## src/rtl/alu_pkg.sv

```systemverilog
// Shared types for the sequential ALU: opcode map, FSM states, flag bundle and
// the helper that decides whether an op needs the iterative mul/div unit.
package alu_pkg;

  typedef enum logic [3:0] {
    OP_ADD = 4'b0000,
    OP_SUB = 4'b0001,
    OP_MUL = 4'b0010,
    OP_DIV = 4'b0011,
    OP_AND = 4'b0100,
    OP_OR  = 4'b0101,
    OP_NOT = 4'b0110,
    OP_SLL = 4'b0111,
    OP_SRL = 4'b1000,
    OP_SRA = 4'b1001
  } alu_op_e;

  typedef enum logic [1:0] {
    IDLE,
    BUSY,
    DONE
  } alu_state_e;

  localparam logic [3:0] OP_LAST = 4'b1001;

  typedef struct packed {
    logic zero;
    logic carry;
    logic overflow;
    logic div_zero;
    logic illegal_op;
  } alu_flags_t;

  // Divide by zero short-circuits to a one-cycle result, so only a real divide
  // takes the multi-cycle path.
  function automatic logic is_iterative(logic [3:0] op, logic b_zero);
    return (op == OP_MUL) || ((op == OP_DIV) && !b_zero);
  endfunction

endpackage

```

## src/rtl/alu_seq_if.sv

```systemverilog
// Issue and result channels of the sequential ALU, both valid/ready.
// master = issue logic + writeback side, slave = the ALU.
interface alu_seq_if #(
  parameter int N = 8
);
  logic         in_valid;
  logic         in_ready;
  logic [N-1:0] a;
  logic [N-1:0] b;
  logic [3:0]   op;
  logic         out_valid;
  logic         out_ready;
  logic [N-1:0] result;
  logic [N-1:0] result_hi;
  logic         zero;
  logic         carry;
  logic         overflow;
  logic         div_zero;
  logic         illegal_op;

  modport master (
    output in_valid, a, b, op, out_ready,
    input  in_ready, out_valid, result, result_hi,
           zero, carry, overflow, div_zero, illegal_op
  );

  modport slave (
    input  in_valid, a, b, op, out_ready,
    output in_ready, out_valid, result, result_hi,
           zero, carry, overflow, div_zero, illegal_op
  );
endinterface

```

## src/rtl/alu_muldiv_iter.sv

```systemverilog
// Iterative unsigned shift-add multiplier / restoring divider, one bit per cycle.
// lo/hi show the value after the current step and are meaningful while done=1.
module alu_muldiv_iter #(
  parameter int N = 8
) (
  input  logic         clk,
  input  logic         rst,
  input  logic         start,
  input  logic         is_div,
  input  logic [N-1:0] a,
  input  logic [N-1:0] b,
  output logic         done,
  output logic [N-1:0] lo,
  output logic [N-1:0] hi
);
  localparam int SHW = $clog2(N);
  localparam logic [SHW-1:0] CNT_LAST = SHW'(N - 1);

  logic           busy;
  logic           div_q;
  logic [SHW-1:0] cnt;
  logic [N-1:0]   hi_q;     // partial product high half / running remainder
  logic [N-1:0]   lo_q;     // multiplier bits / dividend shifting into quotient
  logic [N-1:0]   opnd_q;   // multiplicand / divisor
  logic [N-1:0]   hi_nxt;
  logic [N-1:0]   lo_nxt;
  logic [N:0]     add_sum;
  logic [N:0]     shifted;
  logic [N:0]     trial;

  // NOTE: every variable gets a default at the top of an always_comb so no
  // path leaves it unassigned and no latch is inferred.
  always_comb begin
    hi_nxt  = hi_q;
    lo_nxt  = lo_q;
    add_sum = {1'b0, hi_q} + (lo_q[0] ? {1'b0, opnd_q} : '0);
    shifted = {hi_q, lo_q[N-1]};
    trial   = shifted - {1'b0, opnd_q};
    if (div_q) begin
      if (trial[N]) begin
        hi_nxt = shifted[N-1:0];
        lo_nxt = {lo_q[N-2:0], 1'b0};
      end else begin
        hi_nxt = trial[N-1:0];
        lo_nxt = {lo_q[N-2:0], 1'b1};
      end
    end else begin
      hi_nxt = add_sum[N:1];
      lo_nxt = {add_sum[0], lo_q[N-1:1]};
    end
  end

  assign done = busy && (cnt == CNT_LAST);
  assign lo   = lo_nxt;
  assign hi   = hi_nxt;

  // NOTE: sequential state uses non-blocking assignments so every register
  // samples pre-edge values regardless of statement order.
  always_ff @(posedge clk) begin
    if (rst) begin
      busy   <= 1'b0;
      div_q  <= 1'b0;
      cnt    <= '0;
      hi_q   <= '0;
      lo_q   <= '0;
      opnd_q <= '0;
    end else if (start) begin
      busy   <= 1'b1;
      div_q  <= is_div;
      cnt    <= '0;
      hi_q   <= '0;
      lo_q   <= a;
      opnd_q <= b;
    end else if (busy) begin
      hi_q <= hi_nxt;
      lo_q <= lo_nxt;
      cnt  <= cnt + 1'b1;
      if (done) busy <= 1'b0;
    end
  end

endmodule

```

## src/rtl/alu_seq.sv

```systemverilog
// Multi-cycle handshaked ALU: single-cycle ops resolve at accept, MUL/DIV run
// through the iterative unit; the result is held in DONE until consumed.
module alu_seq #(
  parameter int N = 8
) (
  input  logic     clk,
  input  logic     rst,
  alu_seq_if.slave bus
);
  import alu_pkg::*;

  localparam int SHW = $clog2(N);
  localparam logic [N-1:0] N_VEC = N[N-1:0];

  alu_state_e     state;
  alu_state_e     state_nxt;
  logic           in_ready;
  logic           out_valid;
  logic           accept;
  logic           go_iter;
  logic           div_q;
  logic           iter_done;
  logic [N-1:0]   iter_lo;
  logic [N-1:0]   iter_hi;
  logic [N-1:0]   sc_res;
  logic [N-1:0]   sc_hi;
  alu_flags_t     sc_flags;
  alu_flags_t     iter_flags;
  logic [N-1:0]   res_q;
  logic [N-1:0]   res_hi_q;
  alu_flags_t     flags_q;
  logic [N:0]     add_sum;
  logic [N:0]     sub_diff;
  logic [SHW-1:0] sh;
  logic           big_shift;

  assign accept  = bus.in_valid && in_ready;
  assign go_iter = accept && is_iterative(bus.op, bus.b == '0);

  always_ff @(posedge clk) begin
    if (rst) state <= IDLE;
    else     state <= state_nxt;
  end

  always_comb begin
    state_nxt = state;
    in_ready  = 1'b0;
    out_valid = 1'b0;
    case (state)
      IDLE: begin
        in_ready = 1'b1;
        if (bus.in_valid) state_nxt = go_iter ? BUSY : DONE;
      end
      BUSY: if (iter_done) state_nxt = DONE;
      DONE: begin
        out_valid = 1'b1;
        if (bus.out_ready) state_nxt = IDLE;
      end
      default: state_nxt = IDLE;
    endcase
  end

  alu_muldiv_iter #(.N(N)) u_iter (
    .clk    (clk),
    .rst    (rst),
    .start  (go_iter),
    .is_div (bus.op == OP_DIV),
    .a      (bus.a),
    .b      (bus.b),
    .done   (iter_done),
    .lo     (iter_lo),
    .hi     (iter_hi)
  );

  // Single-cycle datapath, evaluated on the live operands and captured at accept.
  always_comb begin
    sc_res    = '0;
    sc_hi     = '0;
    sc_flags  = '0;
    add_sum   = {1'b0, bus.a} + {1'b0, bus.b};
    sub_diff  = {1'b0, bus.a} - {1'b0, bus.b};
    sh        = bus.b[SHW-1:0];
    big_shift = (bus.b >= N_VEC);
    case (alu_op_e'(bus.op))
      OP_ADD: begin
        sc_res            = add_sum[N-1:0];
        sc_flags.carry    = add_sum[N];
        sc_flags.overflow = (bus.a[N-1] == bus.b[N-1]) && (add_sum[N-1] != bus.a[N-1]);
      end
      OP_SUB: begin
        sc_res            = sub_diff[N-1:0];
        sc_flags.carry    = sub_diff[N];
        sc_flags.overflow = (bus.a[N-1] != bus.b[N-1]) && (sub_diff[N-1] != bus.a[N-1]);
      end
      OP_MUL: ;
      OP_DIV: begin
        // Only reached with b == 0; real divides go through the iterative unit.
        sc_res            = '1;
        sc_hi             = bus.a;
        sc_flags.div_zero = 1'b1;
      end
      OP_AND: sc_res = bus.a & bus.b;
      OP_OR:  sc_res = bus.a | bus.b;
      OP_NOT: sc_res = ~bus.a;
      OP_SLL: sc_res = big_shift ? '0 : (bus.a << sh);
      OP_SRL: sc_res = big_shift ? '0 : (bus.a >> sh);
      OP_SRA: sc_res = big_shift ? {N{bus.a[N-1]}} : N'($signed(bus.a) >>> sh);
      default: sc_flags.illegal_op = 1'b1;
    endcase
    sc_flags.zero = (sc_res == '0) && !sc_flags.illegal_op;
  end

  always_comb begin
    iter_flags       = '0;
    iter_flags.zero  = (iter_lo == '0);
    iter_flags.carry = !div_q && (iter_hi != '0);
  end

  always_ff @(posedge clk) begin
    if (rst) begin
      div_q    <= 1'b0;
      res_q    <= '0;
      res_hi_q <= '0;
      flags_q  <= '0;
    end else begin
      if (accept) div_q <= (bus.op == OP_DIV);
      if (accept && !go_iter) begin
        res_q    <= sc_res;
        res_hi_q <= sc_hi;
        flags_q  <= sc_flags;
      end else if ((state == BUSY) && iter_done) begin
        res_q    <= iter_lo;
        res_hi_q <= iter_hi;
        flags_q  <= iter_flags;
      end
    end
  end

  assign bus.in_ready   = in_ready;
  assign bus.out_valid  = out_valid;
  assign bus.result     = res_q;
  assign bus.result_hi  = res_hi_q;
  assign bus.zero       = flags_q.zero;
  assign bus.carry      = flags_q.carry;
  assign bus.overflow   = flags_q.overflow;
  assign bus.div_zero   = flags_q.div_zero;
  assign bus.illegal_op = flags_q.illegal_op;

endmodule
```

## src/flat_wrapper.sv

```systemverilog
// flat-port wrapper written by rule: the top's interface ports become plain ports
module alu_seq_flat import alu_pkg::*;
#(
  parameter int N = 8
)
  (clk, rst, bus_in_valid, bus_a, bus_b, bus_op, bus_out_ready, bus_in_ready, bus_out_valid, bus_result, bus_result_hi, bus_zero, bus_carry, bus_overflow, bus_div_zero, bus_illegal_op);
  alu_seq_if #(.N(N)) bus_i ();
  input  logic clk;
  input  logic rst;
  input wire logic [$bits(bus_i.in_valid)-1:0] bus_in_valid;
  input wire logic [$bits(bus_i.a)-1:0] bus_a;
  input wire logic [$bits(bus_i.b)-1:0] bus_b;
  input wire logic [$bits(bus_i.op)-1:0] bus_op;
  input wire logic [$bits(bus_i.out_ready)-1:0] bus_out_ready;
  output wire logic [$bits(bus_i.in_ready)-1:0] bus_in_ready;
  output wire logic [$bits(bus_i.out_valid)-1:0] bus_out_valid;
  output wire logic [$bits(bus_i.result)-1:0] bus_result;
  output wire logic [$bits(bus_i.result_hi)-1:0] bus_result_hi;
  output wire logic [$bits(bus_i.zero)-1:0] bus_zero;
  output wire logic [$bits(bus_i.carry)-1:0] bus_carry;
  output wire logic [$bits(bus_i.overflow)-1:0] bus_overflow;
  output wire logic [$bits(bus_i.div_zero)-1:0] bus_div_zero;
  output wire logic [$bits(bus_i.illegal_op)-1:0] bus_illegal_op;
  assign bus_i.in_valid = bus_in_valid;
  assign bus_i.a = bus_a;
  assign bus_i.b = bus_b;
  assign bus_i.op = bus_op;
  assign bus_i.out_ready = bus_out_ready;
  assign bus_in_ready = bus_i.in_ready;
  assign bus_out_valid = bus_i.out_valid;
  assign bus_result = bus_i.result;
  assign bus_result_hi = bus_i.result_hi;
  assign bus_zero = bus_i.zero;
  assign bus_carry = bus_i.carry;
  assign bus_overflow = bus_i.overflow;
  assign bus_div_zero = bus_i.div_zero;
  assign bus_illegal_op = bus_i.illegal_op;
  alu_seq #(.N(N)) u_core (.clk(clk), .rst(rst), .bus(bus_i));
endmodule
```

## config.mk

```make
export PLATFORM = sky130hd
export DESIGN_NAME = alu_seq_flat
export DESIGN_NICKNAME = d
export VERILOG_FILES = /design/src/rtl/alu_pkg.sv /design/src/rtl/alu_seq_if.sv /design/src/rtl/alu_muldiv_iter.sv /design/src/rtl/alu_seq.sv /design/src/flat_wrapper.sv
export SDC_FILE = /design/constraint.sdc
export NUM_CORES = 1
export LEC_CHECK = 0
export ABC_AREA = 0
export BUFFER_PORTS_ARGS = -buffer_cell sky130_fd_sc_hd__buf_2
export CORE_MARGIN = 1
export CORE_UTILIZATION = 55
export CTS_CLUSTER_DIAMETER = 150
export DETAILED_ROUTE_END_ITERATION = 10
export HOLD_SLACK_MARGIN = 0.15
export PLACE_DENSITY_LB_ADDON = 0.15
export RECOVER_POWER = 50
export SLEW_MARGIN = 15
export SYNTH_ARGS = -nofsm -noshare
export SYNTH_HDL_FRONTEND = slang
export SYNTH_HIERARCHICAL = 1
export SYNTH_SLANG_ARGS = --single-unit
```

## constraint.sdc

```tcl
create_clock -name clk -period 4.2 [get_ports clk]
set_input_delay 1.05 -clock clk [delete_from_list [all_inputs] [get_ports clk]]
set_output_delay 1.05 -clock clk [all_outputs]
set_load 0.02 [all_outputs]
```

==> metrics.md, run 1 <==
| Metric | Value |
|---|---|
| Maximum buffer depth of the clock tree | 2 |
| Netlist Area Pre-Place | approximately 5300 um^2 |
| Worst path slowest cell | clkbuf_1 |
| Fin crit share | 85.9% |
| Synth unique cells | 79 |
| Total CTS buffers | 5 |
| Fillers | about 900 |
| Relative slew slack | -10.5% |
| Syn. warnings | 6 |
| F_max | approximately 0.28 GHz |
| Antenna cells | 0 |
| Placed cell area | 5660 um^2 |
| First-pass GRT wire length | 26,300 um |
| Final Max Tran Viols | 31 |
| Crit path launch type | input port |
| Remaining global-route overflow | 0 |
| Hold Path Origin | u_core/bus.result[3]$_SDFFE_PP0P_ |
| Post_cts resized | 0 |
| Count of final hold-check violations | 0 |
| Remaining DRCs | 0 |
| Avg Cell Area, Syn | 7.68 um^2 |
| Synth top area share | 20.0% |
| Internal Power | 0.818 mW |
| Sequential-to-total area share from yosys stat | 20.0% |
| Arrival time worst endpoint | 3820 ps |
| Total negative setup slack | 0 ps |
| Synth Flop Type | dfxtp_1 |
| Post-Route WL | 16,900 um |
| Starting DRT DRC Count | 434 |
| Critical Path RT | between 4000 and 5000 ps |
| Row count | 35 |
| Clk sinks | 53 |
| Combinational share of power | between 30 and 40% |
| Family with the most delay on the worst path | simple AND/OR/NAND/NOR gates |
| Via count | 5,410 |
| Status | finished, violations left |
| Vias in the first global route | 4,981 |
| Initial antenna violation count | 0 |
| Post-route ant nets | 0 |
| Yosys top cell by area | dfxtp_1 |
| GR Util met2 | 52.7% |
| GPL Wtd Cong | 0.962 |
| Root Buffer | clkbuf_8 |
| I/O Buffers | 46 |
| Fin util | between 60% and 70% |
| Clock Skew | 8.73 ps |
| Sw frac | 37.2% |
| Area added between synthesis and finish | 7.42% |
| Hold Path Class | reg -> reg |
| R2r worst-path depth | 14 |
| Max-cap violations | 1 |
| Core area | just over 9000 um^2 |
| Gr busiest metal | met2 |
| Die height | around 100 um |
| DP Cell Count | 840 |
| Crit-path cells | buf_2 > clkbuf_1 > nor2b_1 > and3b_1 > nand3_1 > nor2b_1 > buf_4 > nand2_1 > a211oi_1 |
| Post-DP HPWL | 12,600 um |
| Failing checks | max-capacitance violations, max-slew violations |
| Top cells by count, synth | nor2_1 (87), nand2_1 (59), dfxtp_1 (53) |
| Io pins | 47 |
| Sw power | roughly 0.5 mW |
| H-tree lvl count | 2 |
| Die footprint | approximately 10,000 um^2 |
| Cts hold-fix bufs | 0 |
| Hold EP | u_core/bus.result[3]$_SDFFE_PP0P_ |
| Sequential share of power | 41.9% |
| Syn_nets | around 760 |
| Post-Synthesis Cells | just under 700 |
| Initial Util | a little under three fifths |
| Worst path max stage delay | 720 ps |
| WHS Path Cells | 2 |
| Layout cells sized above 1 | 11.8% |
| Final Cell Area | between 5000 and 6000 um^2 |
| Leakage | 2.30 nW |
| Pre-CTS setup slack | 357 ps |
| Drt first pass iters | 7 |
| RSZ-0062 raised after global routing | no |
| Final Net Count | roughly 800 |
| Async SR Flop Fraction | 0% |
| Clock Power Share | 22.8% |
| Peak supply drop | between 0.1 and 0.15 mV |
| Most instantiated library cell after synthesis | nor2_1 |
| Vias per inst | 6.38 |
| Setup Fix Bufs, Post-CTS | 0 |
| Critical Path Fanout Max | 21 |
| CP Capture Type | flip-flop |
| Crit path kind | in -> reg |
| Power Density | approximately 230 nW/um^2 |
| Clk pin slew, worst setup/hold paths | 100 ps |
| R2R Path Start | u_core/u_iter/lo_q[7]$_SDFFE_PP0P_ |
| Largest net degree at the start of global routing | 47 |
| Seq cells post-synth | 53 |
| Final Setup Violations | 0 |
| Period minus WS final | 3610 ps |
| Reg2Reg Setup Slack | roughly 810 ps |
| Reg2Reg Capture Point | u_core/bus.carry$_SDFFE_PP0P_ |
| Drt wl/cell | 19.9 um |
| Clk_lat worst skew | 310 ps |
| Routing usage on met1 | between 40% and 50% |
| GR Util met3 | 4.81% |
| CP bufs+invs | 3 |
| Cell mode on critical path | nor2b_1 |
| CTS tree | done |
| Filler-free cell count of the finished design | 848 |
| Die X | 100 um |
| Worst-Margin Slew | 1660 ps |
| Post-synth EDFFs | 0 |
| Post-route setup slack | slightly below 600 ps |
| Overall Global Routing Usage | 33.7% |
| Synth area leaders | dfxtp_1 (20%), ha_1 (10%), nor2_1 (6.1%) |
| Worst path depth | 9 |
==> registers in the layout (all words and copies together) (netlist names) <==
| register | flops |
|---|---|
| u_core/u_iter/opnd_q | 8 |
| u_core/u_iter/busy | 1 |
| u_core/bus.carry | 1 |
| u_core/u_iter/div_q | 1 |
| u_core/bus.div_zero | 1 |
| u_core/u_iter/hi_q | 8 |
| u_core/bus.result | 8 |
| u_core/bus.zero | 1 |
| u_core/bus.result_hi | 8 |
| u_core/u_iter/cnt | 3 |
| u_core/bus.illegal_op | 1 |
| u_core/u_iter/lo_q | 8 |
| u_core/bus.overflow | 1 |
| u_core/state | 2 |
| u_core/div_q | 1 |
==> power by group through the flow <==
stage | clock network (mW) | registers, mW | logic [mW]
after global routing | 0.326 | 0.549 | 0.500
final | 0.297 | 0.546 | 0.461
after detailed placement | 0 | 0.557 | 0.452
after floorplan | 0 | 0.571 | 0.301
after global placement | 0 | 0.556 | 0.445
after CTS | 0.307 | 0.545 | 0.455
==> placed cells by master (no fill, tap or decap), drive strengths merged, types with 8 or more instances in the layout <==
| cell | synthesis | routed |
|---|---|---|
| xnor2 | 11 | 11 |
| o31ai | 8 | 8 |
| and3 | 9 | 9 |
| o211ai | 10 | 10 |
| inv | 39 | 39 |
| a211oi | 25 | 25 |
| nor3 | 17 | 17 |
| mux2 | 10 | 10 |
| ha | 43 | 43 |
| or3 | 10 | 10 |
| buf | 11 | 38 |
| a21oi | 37 | 37 |
| nor2 | 88 | 88 |
| nor2b | 13 | 13 |
| nand2b | 10 | 10 |
| dfxtp | 53 | 53 |
| mux2i | 19 | 19 |
| nand3 | 24 | 24 |
| nand2 | 61 | 61 |
| o21ai | 38 | 38 |
| mux4 | 9 | 9 |
| clkbuf | 34 | 32 |
==> layer usage <==
metal,part of all wire (%),routed length [um]
met2,45,7540
met4,2.7,459
met1,44,7430
met5,0,0
met3,8.5,1430
==> worst register-to-register path, stage by stage, from the launching register on <==
cell,delay [ps]
dfxtp_1,330
inv_1,90
ha_1,190
inv_1,60
fa_1,420
a211oi_2,300
o31ai_4,150
o31ai_4,440
nor2_2,90
o211ai_1,220
o21ai_0,210
nor4_1,320
a211oi_1,140
a31oi_1,190
a31oi_1,100
==> kinds of logic after synthesis <==
kind of cell,synth area share [%]
fa+ha+maj,11.6
xor+xnor,2.47
buf+inv,6.31
flops,20.0
simple gates,25.8
mux,9.52
compound gates,24.3
==> cell type report <==
| type | count | area (um^2) | share of cell area [%] |
|---|---|---|---|
| Tap cell | 129 | 161 | 2.83 |
| Clock buffer | 6 | 72.6 | 1.27 |
| Clock inverter | 2 | 15.0 | 0.263 |
| Timing Repair Buffer | 64 | 328 | 5.75 |
| Sequential cell | 53 | 1060 | 18.6 |
| Inverter | 40 | 150 | 2.63 |
| Multi-Input combinational cell | 554 | 3920 | 68.7 |
==> metrics by stage <==
stage / hold WS (ps) / total power, mW
6_report: 496 / 1.30
5_1_grt: 509 / 1.37
4_1_cts: 492 / 1.31
3_5_place_dp: 475 / 1.01
3_3_place_gp: 456 / 1.00
2_1_floorplan: 437 / 0.872
==> worst max path at each step <==
stage	start	endpoint	slack (ps)
final	bus_op[0]	u_core/bus.result_hi[7]$_SDFFE_PP0P_	590
after global routing	bus_op[0]	u_core/bus.result_hi[7]$_SDFFE_PP0P_	480
after detailed placement	bus_a[1]	u_core/bus.zero$_SDFFE_PP0P_	360
after floorplan	bus_b[2]	u_core/bus.zero$_SDFFE_PP0P_	80
after CTS	bus_a[1]	u_core/bus.zero$_SDFFE_PP0P_	680
after global placement	bus_a[1]	u_core/bus.zero$_SDFFE_PP0P_	400
Note: power is estimated with default switching activity, not from simulation.
==> inputs of run 2 (changes only) <==
--- a/config.mk
+++ b/config.mk
@@ -11,6 +11,7 @@
 export CORE_UTILIZATION = 55
 export CTS_CLUSTER_DIAMETER = 150
 export DETAILED_ROUTE_END_ITERATION = 10
+export GPL_TIMING_DRIVEN = 0
 export HOLD_SLACK_MARGIN = 0.15
 export PLACE_DENSITY_LB_ADDON = 0.15
 export RECOVER_POWER = 50
==> run 2 against run 1 <==
Compared with the run above:
- the flow now finishes without violations
- critical path type unchanged
- cell area up 0.29%
- clock power up 2%
- critical endpoint is now u_core/bus.zero$_SDFFE_PP0P_
- die area unchanged
- setup slack worse by 440 ps
==> metrics.md, run 2 (synthesized netlist as in run 1, its figures left out) <==
| Metric | Value |
|---|---|
| Fin crit share | 96.2% (+10 points) |
| CTS tree | done |
| Placed cell area | 5700 um^2 (+0.75%) |
| RSZ-0062 raised after global routing | no |
| Crit path launch type | input port |
| GPL Wtd Cong | 0.994 (+3.4%) |
| Multi-input gate area in the final layout | 3900 um^2 (-0.54%) |
| Clk sinks | 53 (unchanged) |
| Initial Util | 57.2% (unchanged) |
| Arrival time worst endpoint | 4290 ps (+470 ps) |
| Post-Route WL | 17,000 um (+0.97%) |
| Relative slew slack | 34.4% (+45 points) |
| Remaining DRCs | 0 (unchanged) |
| R2R Path Start | u_core/u_iter/lo_q[7]$_SDFFE_PP0P_ |
| Starting DRT DRC Count | 510 (+18%) |
| Hold Path Class | reg -> reg |
| Root Buffer | clkbuf_8 |
| Final Max Tran Viols | 0 (-100%) |
| Final Net Count | 811 (+2.8%) |
| R2r worst-path depth | 14 (unchanged) |
| Drt first pass iters | 5 (-2) |
| Fin util | 61.6% (+0.18 points) |
| Initial antenna violation count | 0 (unchanged) |
| Critical Path Fanout Max | 17 (-19%) |
| Final Setup Violations | 0 (unchanged) |
| First-pass GRT wire length | 27,100 um (+2.9%) |
| I/O Buffers | 45 (-2.2%) |
| Row count | 35 (unchanged) |
| Die height | 100 um (unchanged) |
| Filler-free cell count of the finished design | 870 (+2.6%) |
| Reg2Reg Capture Point | u_core/bus.carry$_SDFFE_PP0P_ |
| Period minus WS final | 4040 ps (+436 ps) |
| Clk_lat worst skew | 310 ps (about the same) |
| Remaining global-route overflow | 0 (unchanged) |
| Fillers | 890 (-2.6%) |
| Pre-CTS setup slack | -698 ps (-1050 ps) |
| Die X | 100 um (unchanged) |
| Largest net degree at the start of global routing | 19 (-60%) |
| Clock Skew | 10.9 ps (+2.12 ps) |
| Post-route setup slack | 158 ps (-436 ps) |
| DP Cell Count | 866 (+3.1%) |
| Vias per inst | 6.39 (+0.23%) |
| Antenna cells | 0 (unchanged) |
| Hold Path Origin | u_core/bus.overflow$_SDFFE_PP0P_ |
| Total negative setup slack | 0 ps (unchanged) |
| Die footprint | 10,100 um^2 (unchanged) |
| Vias in the first global route | 5,159 (+3.6%) |
| WHS Path Cells | 2 (unchanged) |
| Final Cell Area | 5720 um^2 (+0.29%) |
| Worst-Margin Slew | 975 ps (-682 ps) |
| Commonest non-fill, non-tap cells in the layout | nor2_1 (87), nand2_1 (59), clkbuf_1 (57) |
| Drt wl/cell | 19.6 um (-1.6%) |
| Most common cell after layout, fill and taps aside | nor2_1 |
| CP Capture Type | flip-flop |
| Power Density | 228 nW/um^2 (-0.32%) |
| Register area | 1060 um^2 (unchanged) |
| Maximum buffer depth of the clock tree | 2 (unchanged) |
| Area added between synthesis and finish | 7.73% |
| Io pins | 47 (unchanged) |
| Via count | 5,563 (+2.8%) |
| Crit path kind | in -> reg |
| Status | complete, no violations |
| Hold slack final | 505 ps (+9.39 ps) |
| Total CTS buffers | 5 (unchanged) |
| Leakage | 2.28 nW (-0.85%) |
| Clk pin slew, worst setup/hold paths | 110 ps (about the same) |
| Count of final hold-check violations | 0 (unchanged) |
| Peak supply drop | 0.147 mV (+6.0%) |
| Hold EP | u_core/bus.overflow$_SDFFE_PP0P_ |
| Reg2Reg Setup Slack | 360 ps (-450 ps) |
| Overall Global Routing Usage | 34.7% (+1.0 points) |
| Critical Path RT | 4450 ps (+30 ps) |
| F_max | 0.247 GHz (-11%) |
| Post-DP HPWL | 13,300 um (+5.6%) |
| Layout cells sized above 1 | 9.45% (-2.4 points) |
| H-tree lvl count | 2 (unchanged) |
| Post-route ant nets | 0 (unchanged) |
| Tot Pwr | 1.30 mW (about the same) |
| Core area | 9280 um^2 (unchanged) |
| Max-cap violations | 0 (-1) |
[run 2: cell type report]
class / count / area share, %
Timing Repair Buffer: 45 / 3.41
Sequential cell: 53 / 18.5
Tap cell: 129 / 2.82
Clock inverter: 3 / 0.372
Multi-Input combinational cell: 554 / 68.1
Inverter: 40 / 2.62
Buffer: 41 / 2.93
Clock buffer: 5 / 1.20
[run 2: worst max-delay path by stage]
| stage | from | to | slack (ps) |
|---|---|---|---|
| 3_5_place_dp | bus_b[2] | u_core/bus.zero$_SDFFE_PP0P_ | -700 |
| 4_1_cts | bus_a[4] | u_core/bus.zero$_SDFFE_PP0P_ | 120 |
| 5_1_grt | u_core/u_iter/lo_q[7]$_SDFFE_PP0P_ | u_core/bus.carry$_SDFFE_PP0P_ | 60 |
| 3_3_place_gp | bus_b[2] | u_core/bus.zero$_SDFFE_PP0P_ | -670 |
| 6_report | bus_b[1] | u_core/bus.zero$_SDFFE_PP0P_ | 160 |
| 2_1_floorplan | bus_b[2] | u_core/bus.zero$_SDFFE_PP0P_ | 80 |
[run 2: timing repair]
action                     in CTS  in global routing
setup buffers                   0                  0
hold endpoints to repair        0                  0
hold buffers                    0                  0
setup endpoints to repair       1                  1
gates resized for setup         0                  0
[run 2: power breakdown]
group	internal, mW	leakage [nW]	switching [mW]
Sequential	0.527	0.432	0.0189
Combinational	0.167	1.81	0.289
Clock	0.119	0.0445	0.183
Total	0.813	2.28	0.490
[run 2: routing by layer]
| layer | vias to the layer above | part of all wire (%) | track usage [%] |
|---|---|---|---|
| met3 | 45 | 8.3 | 5.29 |
| li1 | 2605 | - | - |
| met2 | 276 | 45 | 54.8 |
| met5 | - | 0 | 0 |
| met1 | 2637 | 44 | 47.3 |
| met4 | 0 | 3.2 | 14.0 |
[run 2: critical path: stages]
cell and delay, ps:
buf_2 360, inv_1 270, ha_1 370, nor2_1 70, o311a_1 350, or4_1 540, a41o_1 260, or3_1 370
or4_1 510, o21ai_1 150
==> inputs of run 3 (changes only) <==
--- a/config.mk
+++ b/config.mk
@@ -15,6 +15,7 @@
 export HOLD_SLACK_MARGIN = 0.15
 export PLACE_DENSITY_LB_ADDON = 0.15
 export RECOVER_POWER = 50
+export REMOVE_ABC_BUFFERS = 1
 export SLEW_MARGIN = 15
 export SYNTH_ARGS = -nofsm -noshare
 export SYNTH_HDL_FRONTEND = slang
==> run 3 against run 2 <==
Compared with the run above:
- sequential power about the same
- highest routed layer unchanged
- combinational power down 4%
- total power shrank 1.6%
- first-iteration DRC count shrank 16%
- via count is 5.7% lower
- final cell count down 4.6%
- clock skew increased by 1.2 ps
- largest cell class unchanged
==> metrics.md, run 3 (synthesized netlist as in run 1, its figures left out) <==
| Metric | Value |
|---|---|
| CTS tree | done |
| Arrival time worst endpoint | 4270 ps (-20 ps) |
| Post-route ant nets | 0 (unchanged) |
| Crit path launch type | input port |
| Layout cells sized above 1 | 10.1% (+0.68 points) |
| Antenna cells | 0 (unchanged) |
| Final Net Count | 771 (-4.9%) |
| Remaining global-route overflow | 0 (unchanged) |
| Critical Path Fanout Max | 38 (+21) |
| F_max | 0.249 GHz (+0.55%) |
| Critical Path RT | 4450 ps (about the same) |
| Cts hold-fix bufs | 0 (unchanged) |
| Commonest non-fill, non-tap cells in the layout | nor2_1 (86), nand2_1 (59), dfxtp_1 (53) |
| Relative slew slack | 9.43% (-25 points) |
| Drt first pass iters | 5 (unchanged) |
| Initial Util | 57.2% (unchanged) |
| Fillers | 894 (+0.45%) |
| Initial antenna violation count | 0 (unchanged) |
| Status | complete, no violations |
| H-tree lvl count | 2 (unchanged) |
| I/O Buffers | 46 (+2.2%) |
| Die height | 100 um (unchanged) |
| Worst-Margin Slew | 1360 ps (+382 ps) |
| Clock Skew | 12.0 ps (+1.18 ps) |
| Count of final hold-check violations | 0 (unchanged) |
| Hold Path Class | reg -> reg |
| Fin crit share | 95.7% (-0.53 points) |
| Row count | 35 (unchanged) |
| WHS Path Cells | 2 (unchanged) |
| Reg2Reg Capture Point | u_core/bus.carry$_SDFFE_PP0P_ |
| Most common cell after layout, fill and taps aside | nor2_1 |
| Total CTS buffers | 5 (unchanged) |
| DP Cell Count | 822 (-5.1%) |
| Clk pin slew, worst setup/hold paths | 100 ps (about the same) |
| Maximum buffer depth of the clock tree | 2 (unchanged) |
| Hold EP | u_core/div_q$_SDFFE_PP0P_ |
| Hold slack final | 470 ps (-35.5 ps) |
| Area added between synthesis and finish | 5.35% |
| Pre-CTS setup slack | -412 ps (+286 ps) |
| Peak supply drop | 0.132 mV (-10%) |
| Clk_lat worst skew | 310 ps (about the same) |
| Vias per inst | 6.32 (-1.2%) |
| Clk sinks | 53 (unchanged) |
| Power Density | 229 nW/um^2 (+0.60%) |
| Total negative setup slack | 0 ps (unchanged) |
| Remaining DRCs | 0 (unchanged) |
| R2R Path Start | u_core/u_iter/lo_q[7]$_SDFFE_PP0P_ |
| Io pins | 47 (unchanged) |
| Drt wl/cell | 18.4 um (-6.1%) |
| Die X | 100 um (unchanged) |
| Die footprint | 10,100 um^2 (unchanged) |
| Filler-free cell count of the finished design | 830 (-4.6%) |
| Post-Route WL | 15,200 um (-10%) |
| Leakage | 2.24 nW (-2.1%) |
| Multi-input gate area in the final layout | 3930 um^2 (+0.74%) |
| Crit path kind | in -> reg |
| Max-cap violations | 0 (unchanged) |
| First-pass GRT wire length | 24,900 um (-8.1%) |
| Vias in the first global route | 4,973 (-3.6%) |
| Largest net degree at the start of global routing | 47 (+28) |
| Reg2Reg Setup Slack | 640 ps (+280 ps) |
| Final Max Tran Viols | 0 (unchanged) |
| Post-DP HPWL | 11,400 um (-14%) |
| Hold Path Origin | u_core/div_q$_SDFFE_PP0P_ |
| Final Setup Violations | 0 (unchanged) |
| CP Capture Type | flip-flop |
| Setup Fix Bufs, Post-CTS | 0 (unchanged) |
| Period minus WS final | 4020 ps (-22.1 ps) |
| Register area | 1060 um^2 (unchanged) |
| Post-route setup slack | 180 ps (+22.1 ps) |
| Fin util | 60.3% (-1.4 points) |
| Starting DRT DRC Count | 430 (-16%) |
| GPL Wtd Cong | 0.998 (+0.36%) |
| Core area | 9280 um^2 (unchanged) |
| R2r worst-path depth | 14 (unchanged) |
| Via count | 5,245 (-5.7%) |
| Overall Global Routing Usage | 31.0% (-3.7 points) |
| Root Buffer | clkbuf_8 |
| RSZ-0062 raised after global routing | no |
==> run 3: worst max path at each step <==
stage / from / endpoint / slack [ps] / cells past startpoint
5_1_grt: bus_op[0] / u_core/bus.zero$_SDFFE_PP0P_ / 80 / 8
3_5_place_dp: bus_op[0] / u_core/bus.zero$_SDFFE_PP0P_ / -410 / 8
3_3_place_gp: bus_op[1] / u_core/u_iter/hi_q[3]$_SDFFE_PP0P_ / -490 / 7
2_1_floorplan: bus_b[5] / u_core/bus.zero$_SDFFE_PP0P_ / 660 / 7
6_report: bus_op[0] / u_core/bus.zero$_SDFFE_PP0P_ / 180 / 8
4_1_cts: bus_b[1] / u_core/bus.zero$_SDFFE_PP0P_ / 90 / 10
==> run 3: area by class of cell <==
| type | instances | share of cell area [%] |
|---|---|---|
| clock buffer | 5 | 1.23 |
| inverter | 40 | 2.68 |
| sequential | 53 | 19.0 |
| clock inverter | 3 | 0.447 |
| timing repair buffer | 46 | 3.64 |
| multi-input combinational | 554 | 70.1 |
| tap | 129 | 2.88 |
==> run 3: metal layers <==
| layer | up-vias | global-route usage [%] | part of all wire [%] |
|---|---|---|---|
| met5 | - | 0 | 0 |
| met4 | 0 | 13.7 | 4.1 |
| met3 | 46 | 2.86 | 5.6 |
| met2 | 224 | 52.3 | 47 |
| met1 | 2453 | 40.4 | 43 |
| li1 | 2522 | - | - |
==> run 3: metrics by stage <==
stage | total power [mW] | instance area (um^2)
global route | 1.35 | 5600
CTS | 1.29 | 5630
finish | 1.28 | 5600
global placement | 0.980 | 5520
floorplan | 0.842 | 5130
detailed placement | 0.991 | 5530
==> run 3: repair_timing <==
action	CTS	global route
pin swaps	0	0
gates resized for setup	1	1
endpoints found under the setup margin	1	1
==> run 3: critical path: stages <==
cell      delay, ps
buf_2           490
or3b_2          530
o41ai_4         390
nand3_4         360
nor4b_1         490
o211ai_1        240
or4_1           560
o21ai_1         140
==> run 3: power breakdown <==
| part | switching [mW] | internal, mW |
|---|---|---|
| Combinational | 0.274 | 0.164 |
| Sequential | 0.0201 | 0.527 |
| Clock | 0.176 | 0.121 |
| Total | 0.470 | 0.812 |
